File: src/rtl/touch_key_debouncer_if.sv
// Touch-key bus: raw pin vector in, debounced one-hot key vector, level flags and strobes out.
// The master modport is the pin/consumer side; the slave modport is the debouncer.
interface touch_key_debouncer_if #(
  parameter int N_KEYS = 7
);
  logic [N_KEYS-1:0] pin_raw;
  logic [N_KEYS-1:0] pin_clean;
  logic              key_valid;
  logic              key_press;
  logic              key_release;
  logic              multi_err;

  modport master (
    output pin_raw,
    input  pin_clean, key_valid, key_press, key_release, multi_err
  );

  modport slave (
    input  pin_raw,
    output pin_clean, key_valid, key_press, key_release, multi_err
  );
endinterface

File: src/rtl/touch_key_debouncer.sv
// Synchronises and debounces the touch-key pin vector as a whole, then classifies the
// committed vector as idle, single key or multi-key and drives clean key outputs.
module touch_key_debouncer #(
  parameter int N_KEYS          = 7,
  parameter int DEBOUNCE_CYCLES = 50000,
  parameter int CNT_W           = 16
) (
  input  logic                   clk,
  input  logic                   reset,
  touch_key_debouncer_if.slave   bus
);

  localparam logic [CNT_W-1:0] CNT_LAST = CNT_W'(DEBOUNCE_CYCLES - 1);

  typedef enum logic [1:0] {
    IDLE    = 2'd0,
    PRESSED = 2'd1,
    INVALID = 2'd2
  } state_e;

  logic [N_KEYS-1:0] sync1_q, sync2_q;
  logic [N_KEYS-1:0] cand_q, cand_d;
  logic [CNT_W-1:0]  cnt_q, cnt_d;
  logic              commit;
  logic              vec_zero, vec_onehot;

  state_e            state_q;
  logic [N_KEYS-1:0] pin_clean_q;
  logic              key_valid_q, key_press_q, key_release_q, multi_err_q;

  // Any change of the synchronised vector restarts the full count; at terminal the
  // counter holds and the candidate is re-committed every cycle while stable.
  always_comb begin
    // NOTE: defaults first so every path assigns every output; no latch is inferred.
    cand_d = cand_q;
    cnt_d  = cnt_q;
    commit = 1'b0;
    if (sync2_q != cand_q) begin
      cand_d = sync2_q;
      cnt_d  = '0;
    end else if (cnt_q == CNT_LAST) begin
      commit = 1'b1;
    end else begin
      cnt_d = cnt_q + 1'b1;
    end
  end

  always_ff @(posedge clk) begin
    if (reset) begin
      sync1_q <= '0;
      sync2_q <= '0;
      cand_q  <= '0;
      cnt_q   <= '0;
    end else begin
      // NOTE: non-blocking so the two sync stages shift rather than collapse into one.
      sync1_q <= bus.pin_raw;
      sync2_q <= sync1_q;
      cand_q  <= cand_d;
      cnt_q   <= cnt_d;
    end
  end

  assign vec_zero   = (cand_q == '0);
  assign vec_onehot = $onehot(cand_q);

  // Transitions compare against the current state, so repeated commits of the same
  // stable vector never re-fire a strobe.
  always_ff @(posedge clk) begin
    if (reset) begin
      state_q       <= IDLE;
      pin_clean_q   <= '0;
      key_valid_q   <= 1'b0;
      key_press_q   <= 1'b0;
      key_release_q <= 1'b0;
      multi_err_q   <= 1'b0;
    end else begin
      // NOTE: strobes default low every cycle, which makes each pulse exactly one cycle.
      key_press_q   <= 1'b0;
      key_release_q <= 1'b0;
      if (commit) begin
        case (state_q)
          IDLE: begin
            if (vec_onehot) begin
              state_q     <= PRESSED;
              pin_clean_q <= cand_q;
              key_valid_q <= 1'b1;
              key_press_q <= 1'b1;
            end else if (!vec_zero) begin
              state_q     <= INVALID;
              multi_err_q <= 1'b1;
            end
          end
          PRESSED: begin
            if (vec_zero) begin
              state_q       <= IDLE;
              pin_clean_q   <= '0;
              key_valid_q   <= 1'b0;
              key_release_q <= 1'b1;
            end else if (vec_onehot) begin
              if (cand_q != pin_clean_q) begin
                pin_clean_q <= cand_q;
                key_press_q <= 1'b1;
              end
            end else begin
              state_q       <= INVALID;
              pin_clean_q   <= '0;
              key_valid_q   <= 1'b0;
              multi_err_q   <= 1'b1;
              key_release_q <= 1'b1;
            end
          end
          INVALID: begin
            if (vec_zero) begin
              state_q     <= IDLE;
              multi_err_q <= 1'b0;
            end else if (vec_onehot) begin
              state_q     <= PRESSED;
              multi_err_q <= 1'b0;
              pin_clean_q <= cand_q;
              key_valid_q <= 1'b1;
              key_press_q <= 1'b1;
            end
          end
          default: state_q <= IDLE;
        endcase
      end
    end
  end

  assign bus.pin_clean   = pin_clean_q;
  assign bus.key_valid   = key_valid_q;
  assign bus.key_press   = key_press_q;
  assign bus.key_release = key_release_q;
  assign bus.multi_err   = multi_err_q;

endmodule

File: src/flat_wrapper.sv
// flat-port wrapper written by rule: the top's interface ports become plain ports
module touch_key_debouncer_flat 
#(
  parameter int N_KEYS          = 7,
  parameter int DEBOUNCE_CYCLES = 50000,
  parameter int CNT_W           = 16
)
  (clk, reset, bus_pin_raw, bus_pin_clean, bus_key_valid, bus_key_press, bus_key_release, bus_multi_err);
  touch_key_debouncer_if #(.N_KEYS(N_KEYS)) bus_i ();
  input  logic clk;
  input  logic reset;
  input wire logic [$bits(bus_i.pin_raw)-1:0] bus_pin_raw;
  output wire logic [$bits(bus_i.pin_clean)-1:0] bus_pin_clean;
  output wire logic [$bits(bus_i.key_valid)-1:0] bus_key_valid;
  output wire logic [$bits(bus_i.key_press)-1:0] bus_key_press;
  output wire logic [$bits(bus_i.key_release)-1:0] bus_key_release;
  output wire logic [$bits(bus_i.multi_err)-1:0] bus_multi_err;
  assign bus_i.pin_raw = bus_pin_raw;
  assign bus_pin_clean = bus_i.pin_clean;
  assign bus_key_valid = bus_i.key_valid;
  assign bus_key_press = bus_i.key_press;
  assign bus_key_release = bus_i.key_release;
  assign bus_multi_err = bus_i.multi_err;
  touch_key_debouncer #(.N_KEYS(N_KEYS), .DEBOUNCE_CYCLES(DEBOUNCE_CYCLES), .CNT_W(CNT_W)) u_core (.clk(clk), .reset(reset), .bus(bus_i));
endmodule
File: config.mk
export PLATFORM = sky130hd
export DESIGN_NAME = touch_key_debouncer_flat
export DESIGN_NICKNAME = d
export VERILOG_FILES = /design/src/rtl/touch_key_debouncer_if.sv /design/src/rtl/touch_key_debouncer.sv /design/src/flat_wrapper.sv
export SDC_FILE = /design/constraint.sdc
export NUM_CORES = 1
export LEC_CHECK = 0
export ABC_AREA = 1
export CORE_ASPECT_RATIO = 1.5
export CORE_MARGIN = 2
export CORE_UTILIZATION = 45
export DETAILED_ROUTE_END_ITERATION = 10
export SLEW_MARGIN = 20
export SYNTH_ARGS = -nofsm -noshare
export SYNTH_HDL_FRONTEND = slang
export SYNTH_SLANG_ARGS = --single-unit
File: constraint.sdc
create_clock -name clk -period 3.2 [get_ports clk]
set_input_delay 0.32 -clock clk [delete_from_list [all_inputs] [get_ports clk]]
set_output_delay 0.32 -clock clk [all_outputs]
set_load 0.005 [all_outputs]
## Word-level counts from Yosys, hierarchy flattened

Index checks and enable logic that the tools add are counted.
Widths: inputs -> output; s select.

| operators by class | value |
|---|---|
| add/subtract/negate cells | 7 |
| multiply operators | 0 |
| divide/modulo/power cells | 0 |
| order comparisons | 0 |
| equality and inequality tests | 15 |
| shift-type cells | 0 |
| multiplexer cells | 35 |
| bitwise operators | 2 |
| reduce and logical (&&, ||, !) cells | 10 |

Operator list:

| operator | number |
|---|---|
| $mux 7 | 5 |
| $pmux 7 s3 | 1 |
| $mux 1 | 19 |
| $add 16x1->16 const B | 1 |
| $eq 16x16->1 const B | 1 |
| $ne 7x7->1 | 2 |
| $mux 2 | 6 |
| $reduce_and 4->1 | 3 |
| $ne 2x2->1 const B | 5 |
| $pmux 1 s3 | 3 |
| $logic_not 7->1 | 1 |
| $reduce_and 7->1 | 1 |
| $add 1x1->2 | 3 |
| $add 3x3->3 | 2 |
| $pmux 2 s3 | 1 |
| $ne 4x3->1 const B | 1 |
| $reduce_or 2->1 | 2 |
| $add 3x1->3 | 1 |
| $eq 3x1->1 const B | 1 |
| $ne 3x1->1 const B | 1 |
| $ne 3x2->1 const B | 1 |
| $ne 3x3->1 const B | 1 |
| $reduce_bool 3->1 | 1 |
| $reduce_or 3->1 | 1 |
| other kinds (4) | 5 |

| storage, ports and cells | value |
|---|---|
| bits in registers | 50 |
| latch bits | 0 |
| bits in writable memories | 0 |
| ROM bits | 0 |
| input port bits | 9 |
| output and inout bits | 11 |
| memories kept | 0 |

## Depth between registers and ports, before layout

| logic depth | value |
|---|---|
| word-level depth | 7 |
| mapped depth | 18 |
| depth with buffers taken out | 18 |

## Worst setup path after synthesis

No wires, ideal clock.

| timing path | value |
|---|---|
| path type | register to register |
| start | register u_core.cand_q[1] |
| end | register u_core.pin_clean_q[1] (netlist: u_core.bus.pin_clean[1]) |
| arrival | 2.772 ns |
| setup slack | 0.315 ns |
| cell stages (with the launch flop) | 18 |
| cell sequence | dfxtp_1 -> inv_2 -> ha_1 -> inv_1 -> fa_1 -> inv_1 -> ha_1 -> fa_1 -> nor2_1 -> nand3_1 -> nor2_1 -> nand2_1 -> inv_1 -> nand2_2 -> nand3_4 -> nand2_1 -> nand2_1 -> nor2_1 |

| between the ends | value |
|---|---|
| word-level cells in the longest chain between the ends | 7 |
| elaborated cells between the ends (all ways) | 17 |

Ends and longest elaborated chain:

| item | line | RTL |
|---|---|---|
| start, declared | touch_key_debouncer.sv:22 | `logic [N_KEYS-1:0] cand_q, cand_d;` |
| start signal, assigned | touch_key_debouncer.sv:58 | `cand_q <= cand_d;` |
| $add 1x1->2 (not written as such) | touch_key_debouncer.sv:64 | `assign vec_onehot = $onehot(cand_q);` |
| $add 3x3->3 (not written as such) (2 in series) | touch_key_debouncer.sv:64 |  |
| $eq 3x1->1 | touch_key_debouncer.sv:64 |  |
| $mux 7 (on tied branches) | touch_key_debouncer.sv:83, touch_key_debouncer.sv:116, touch_key_debouncer.sv:99 |  |
| $mux 7 (on tied branches) | touch_key_debouncer.sv:113, touch_key_debouncer.sv:94 |  |
| $pmux 7 s3 | touch_key_debouncer.sv:81 | `case (state_q)` |
| end signal, assigned | touch_key_debouncer.sv:85 | `pin_clean_q <= cand_q;` |
| end signal, assigned | touch_key_debouncer.sv:101 | `pin_clean_q <= cand_q;` |
| end signal, assigned | touch_key_debouncer.sv:119 | `pin_clean_q <= cand_q;` |
| end, declared | touch_key_debouncer.sv:28 | `logic [N_KEYS-1:0] pin_clean_q;` |

Several ways; a longest one is shown, not always the timed one. The select of a mux whose other input is x is not followed.
A chain may end at the register's enable or synchronous reset.

## Worst setup path in the final report

| timing path | value |
|---|---|
| start | register u_core.cand_q[1] |
| end | register u_core.pin_clean_q[6] (netlist: u_core.bus.pin_clean[6]) |

| between the ends | value |
|---|---|
| word-level cells in the longest chain between the ends | 7 |
| elaborated cells between the ends (all ways) | 16 |

Ends and longest elaborated chain:

| item | line |
|---|---|
| $add 1x1->2 (not written as such) | touch_key_debouncer.sv:64 |
| $add 3x3->3 (not written as such) (2 in series) | touch_key_debouncer.sv:64 |
| $eq 3x1->1 | touch_key_debouncer.sv:64 |
| $mux 7 (on tied branches) (2 in series) | - |
| $pmux 7 s3 | touch_key_debouncer.sv:81 |

Several ways; a longest one is shown, not always the timed one. The select of a mux whose other input is x is not followed.

==> out/qor.yml <==
tightestPinTransition_ns: 0.470
start_util_pct: 47.0
fin_crit_sh_pct: 92.3
io_buffers: 19
htree_num_levels: 2
crit_type: "reg2reg"
cts_setup_buffers: 0
max_stage_delay_ns: 0.49
ir_drop_mv: 0.305
crit_start: "u_core.cand_q[1]$_SDFFE_PP0P_"
ant_nets: 0
r2r_start: "u_core.cand_q[1]$_SDFFE_PP0P_"
drt-initial-drc-count: 95
dp_hpwl_um: 4480
p_clk_share_pct: 33.6
vias_per_cell: 4.79
synth_area_leader_cell: "dfxtp_1"
slew_headroom_pct: 68.4
cts_root_buffer: "clkbuf_8"
hold_viol_final: 0
crit_fanout: 5
fin_setup_tns_ns: 0
ioPinCount: 20
grt_pass1_vias: 2320
drive_above_1_share_pct: 10.7
area_growth_pct: 14.2
wl_per_cell_um: 11.2
syn_inst: 403
dieArea_um2: 6790
crit_end: "u_core.bus.pin_clean[6]$_SDFFE_PP0P_"
internal_power_w: 0.000843
grt_max_degree: 23
max_freq_mhz: 338
period_needed_ns: 2.95
synthArstFlopShare_pct: 0
power.share.combinational_pct: 11.4
core_area_um2: 5870
synthFlopType: "dfxtp_1"
clk_pin_slew_ns: 0.10
num_rows: 34
fp.dieH_um: 99.9
antenna_found_initial: 0
crit_buf_inv: 5
path_cells: "inv_2 -> ha_1 -> inv_1 -> fa_1 -> inv_1 -> ha_1 -> fa_1 -> nor2_2 -> nand3_2 -> inv_1 -> o21ai_0 -> inv_2 -> nand2_1 -> nor2_2 -> nor2_1 -> nor2_1"
drt_pass1_iterations: 4
p_switching_w: 0.000322
dieWidth_um: 67.9
cp-end-kind: "register"
fill_cells: 605
ys_warn_count: 0
num_vias: 2401
yosysSeqAreaShare_pct: 36.3
grt.total_usage_pct: 18.9
numCtsBuffers: 5
diodes: 0
avgSynthCellArea_um2: 6.85
cp.depth: 16
synth-seq-cells: 50
netSwitchingFraction_pct: 27.7
cts-hold-fix-buffers: 0
grt_pass1_wl_um: 9920
hold_path.class: "reg2reg"
critPathLaunchType: "register"
overflow: 0
synth_top_area_share_pct: 36.3
clk_latency_ns: 0.31
worstPathRequired_ns: 3.45
critPathArrivalTime_ns: 3.21
status: "completed"
drc: 0
rsz0062_at_grt: "false"
crit_family: "adder cells"
timing.rr.end: "u_core.bus.pin_clean[6]$_SDFFE_PP0P_"
max_cap_violations: 0
cpMostUsedCell: "inv_1"
cts_tree: "built"
ys_top_cells_by_area: "dfxtp_1 (36%), nand2_1 (12%), inv_1 (9.8%), nor2_1 (9.8%), nand3_1 (3.8%)"
gp_congestion: 0.875
p_seq_share_pct: 55.0
synth_edf_count: 0
wirelength_um: 5620
cts_buffer_depth: 2
r2r_cells: 16
p_per_area_nw_per_um2: 370
rrSetupSlack_ns: 0.25
worst_path_max_delay_cell: "fa_1"
finalSetupViolations: 0
slew_violations: 0
finalNetCount: 448
synth_common_cells: "nand2_1 (86), inv_1 (72), nor2_1 (72), dfxtp_1 (50), nand3_1 (21)"
cts_sinks: 50
synth_most_common_cell: "nand2_1"
synth_cell_types: 33
p_leak_nw: 1.38
syn_area_um2: 2760
syn_nets: 423
hold_ws_ns: 0.406
finClkSkew_ns: 0.00684
## area by class of cell
class	instances	area, um^2	share of cell area (%)
Tap cell	72	90.1	2.86
Timing Repair Buffer	22	213	6.75
Clock buffer	5	68.8	2.18
Multi-Input combinational cell	268	1440	45.7
Inverter	81	304	9.65
Clock inverter	3	26.3	0.834
Sequential cell	50	1010	32.0
## per-layer routing
layer	up-vias	global-route usage (%)	part of all wire, %
met5	-	0	0
met2	35	35.0	54
met3	8	3.25	2.9
met1	1072	20.7	42
met4	0	6.62	1.4
li1	1286	-	-
## cells in the final DEF, fill, tap and decap left out, types with 2 or more instances in the layout
master,count
nor3_4,2
xnor2_1,7
inv_1,71
o21ai_0,11
xor2_1,3
o21ai_1,3
nor3_2,2
clkdlybuf4s50_1,19
inv_6,2
a21oi_1,15
fa_1,3
nor2_1,70
nor3_1,2
nand4_1,14
inv_2,9
dfxtp_1,47
nor2_4,4
nand2_1,86
clkbuf_8,5
dfxtp_4,2
buf_4,3
ha_1,8
nor2_2,6
nand2_2,2
nand3_1,20
## stage by stage
| stage | total power [W] | instances | util, % | instance area [um^2] | setup WS, ns |
|---|---|---|---|---|---|
| floorplan | 0.000751 | 403 | - | 2760 | 0.315 |
| global placement | 0.000786 | 493 | 51.7 | 3040 | 0.186 |
| detailed placement | 0.000788 | 493 | 51.7 | 3040 | 0.164 |
| CTS | 0.00118 | 501 | 53.4 | 3130 | 0.134 |
| global route | 0.00123 | 501 | 53.7 | 3150 | 0.0498 |
| finish | 0.00117 | 501 | 53.7 | 3150 | 0.246 |
## kinds of logic after synthesis
kind of cell	count (synthesis)	synth area share, %
DFF	50	36.3
buffers and inverters	85	11.9
and+or+nand+nor	215	36.7
AOI/OAI and AO/OA	32	6.12
adders and majority gates	11	5.81
xor gates and xnor gates	10	3.17
## registers in the layout (all words and copies together), names as in the netlist, 2 cells and up
signal                count
u_core.cand_q             7
u_core.sync2_q            7
u_core.sync1_q            7
u_core.state_q            2
u_core.cnt_q             16
u_core.bus.pin_clean      7
## power by group through the flow
| stage | Sequential [W] | Clock (W) | Combinational (W) |
|---|---|---|---|
| after global placement | 0.000657 | 0 | 0.000129 |
| after detailed placement | 0.000657 | 0 | 0.000131 |
| after global routing | 0.000643 | 0.000432 | 0.000154 |
| final | 0.000641 | 0.000391 | 0.000133 |
| after floorplan | 0.000655 | 0 | 0.0000957 |
| after CTS | 0.000642 | 0.000406 | 0.000131 |
## worst min path at each step
stage,start,endpoint,depth (start not counted)
4_1_cts,u_core.sync1_q[2]$_SDFF_PP0_,u_core.sync2_q[2]$_SDFF_PP0_,2
3_5_place_dp,u_core.sync1_q[2]$_SDFF_PP0_,u_core.sync2_q[2]$_SDFF_PP0_,2
5_1_grt,u_core.sync1_q[3]$_SDFF_PP0_,u_core.sync2_q[3]$_SDFF_PP0_,2
6_report,u_core.sync1_q[2]$_SDFF_PP0_,u_core.sync2_q[2]$_SDFF_PP0_,2
2_1_floorplan,u_core.sync1_q[0]$_SDFF_PP0_,u_core.sync2_q[0]$_SDFF_PP0_,2
3_3_place_gp,u_core.sync1_q[0]$_SDFF_PP0_,u_core.sync2_q[0]$_SDFF_PP0_,2
## worst reg2reg max path, stage by stage (launching register included)
cell and delay, ns:
dfxtp_4 0.38, inv_2 0.06, ha_1 0.27, inv_1 0.05, fa_1 0.49, inv_1 0.05
ha_1 0.20, fa_1 0.45, nor2_2 0.13, nand3_2 0.10, inv_1 0.14, o21ai_0 0.11
inv_2 0.13, nand2_1 0.08, nor2_2 0.13, nor2_1 0.05, nor2_1 0.09
## what timing repair did
action,CTS,global route
resized for setup,0,9
setup endpoints to repair,0,9
hold endpoints to repair,0,0
Note: power is estimated with default switching activity, not from simulation.
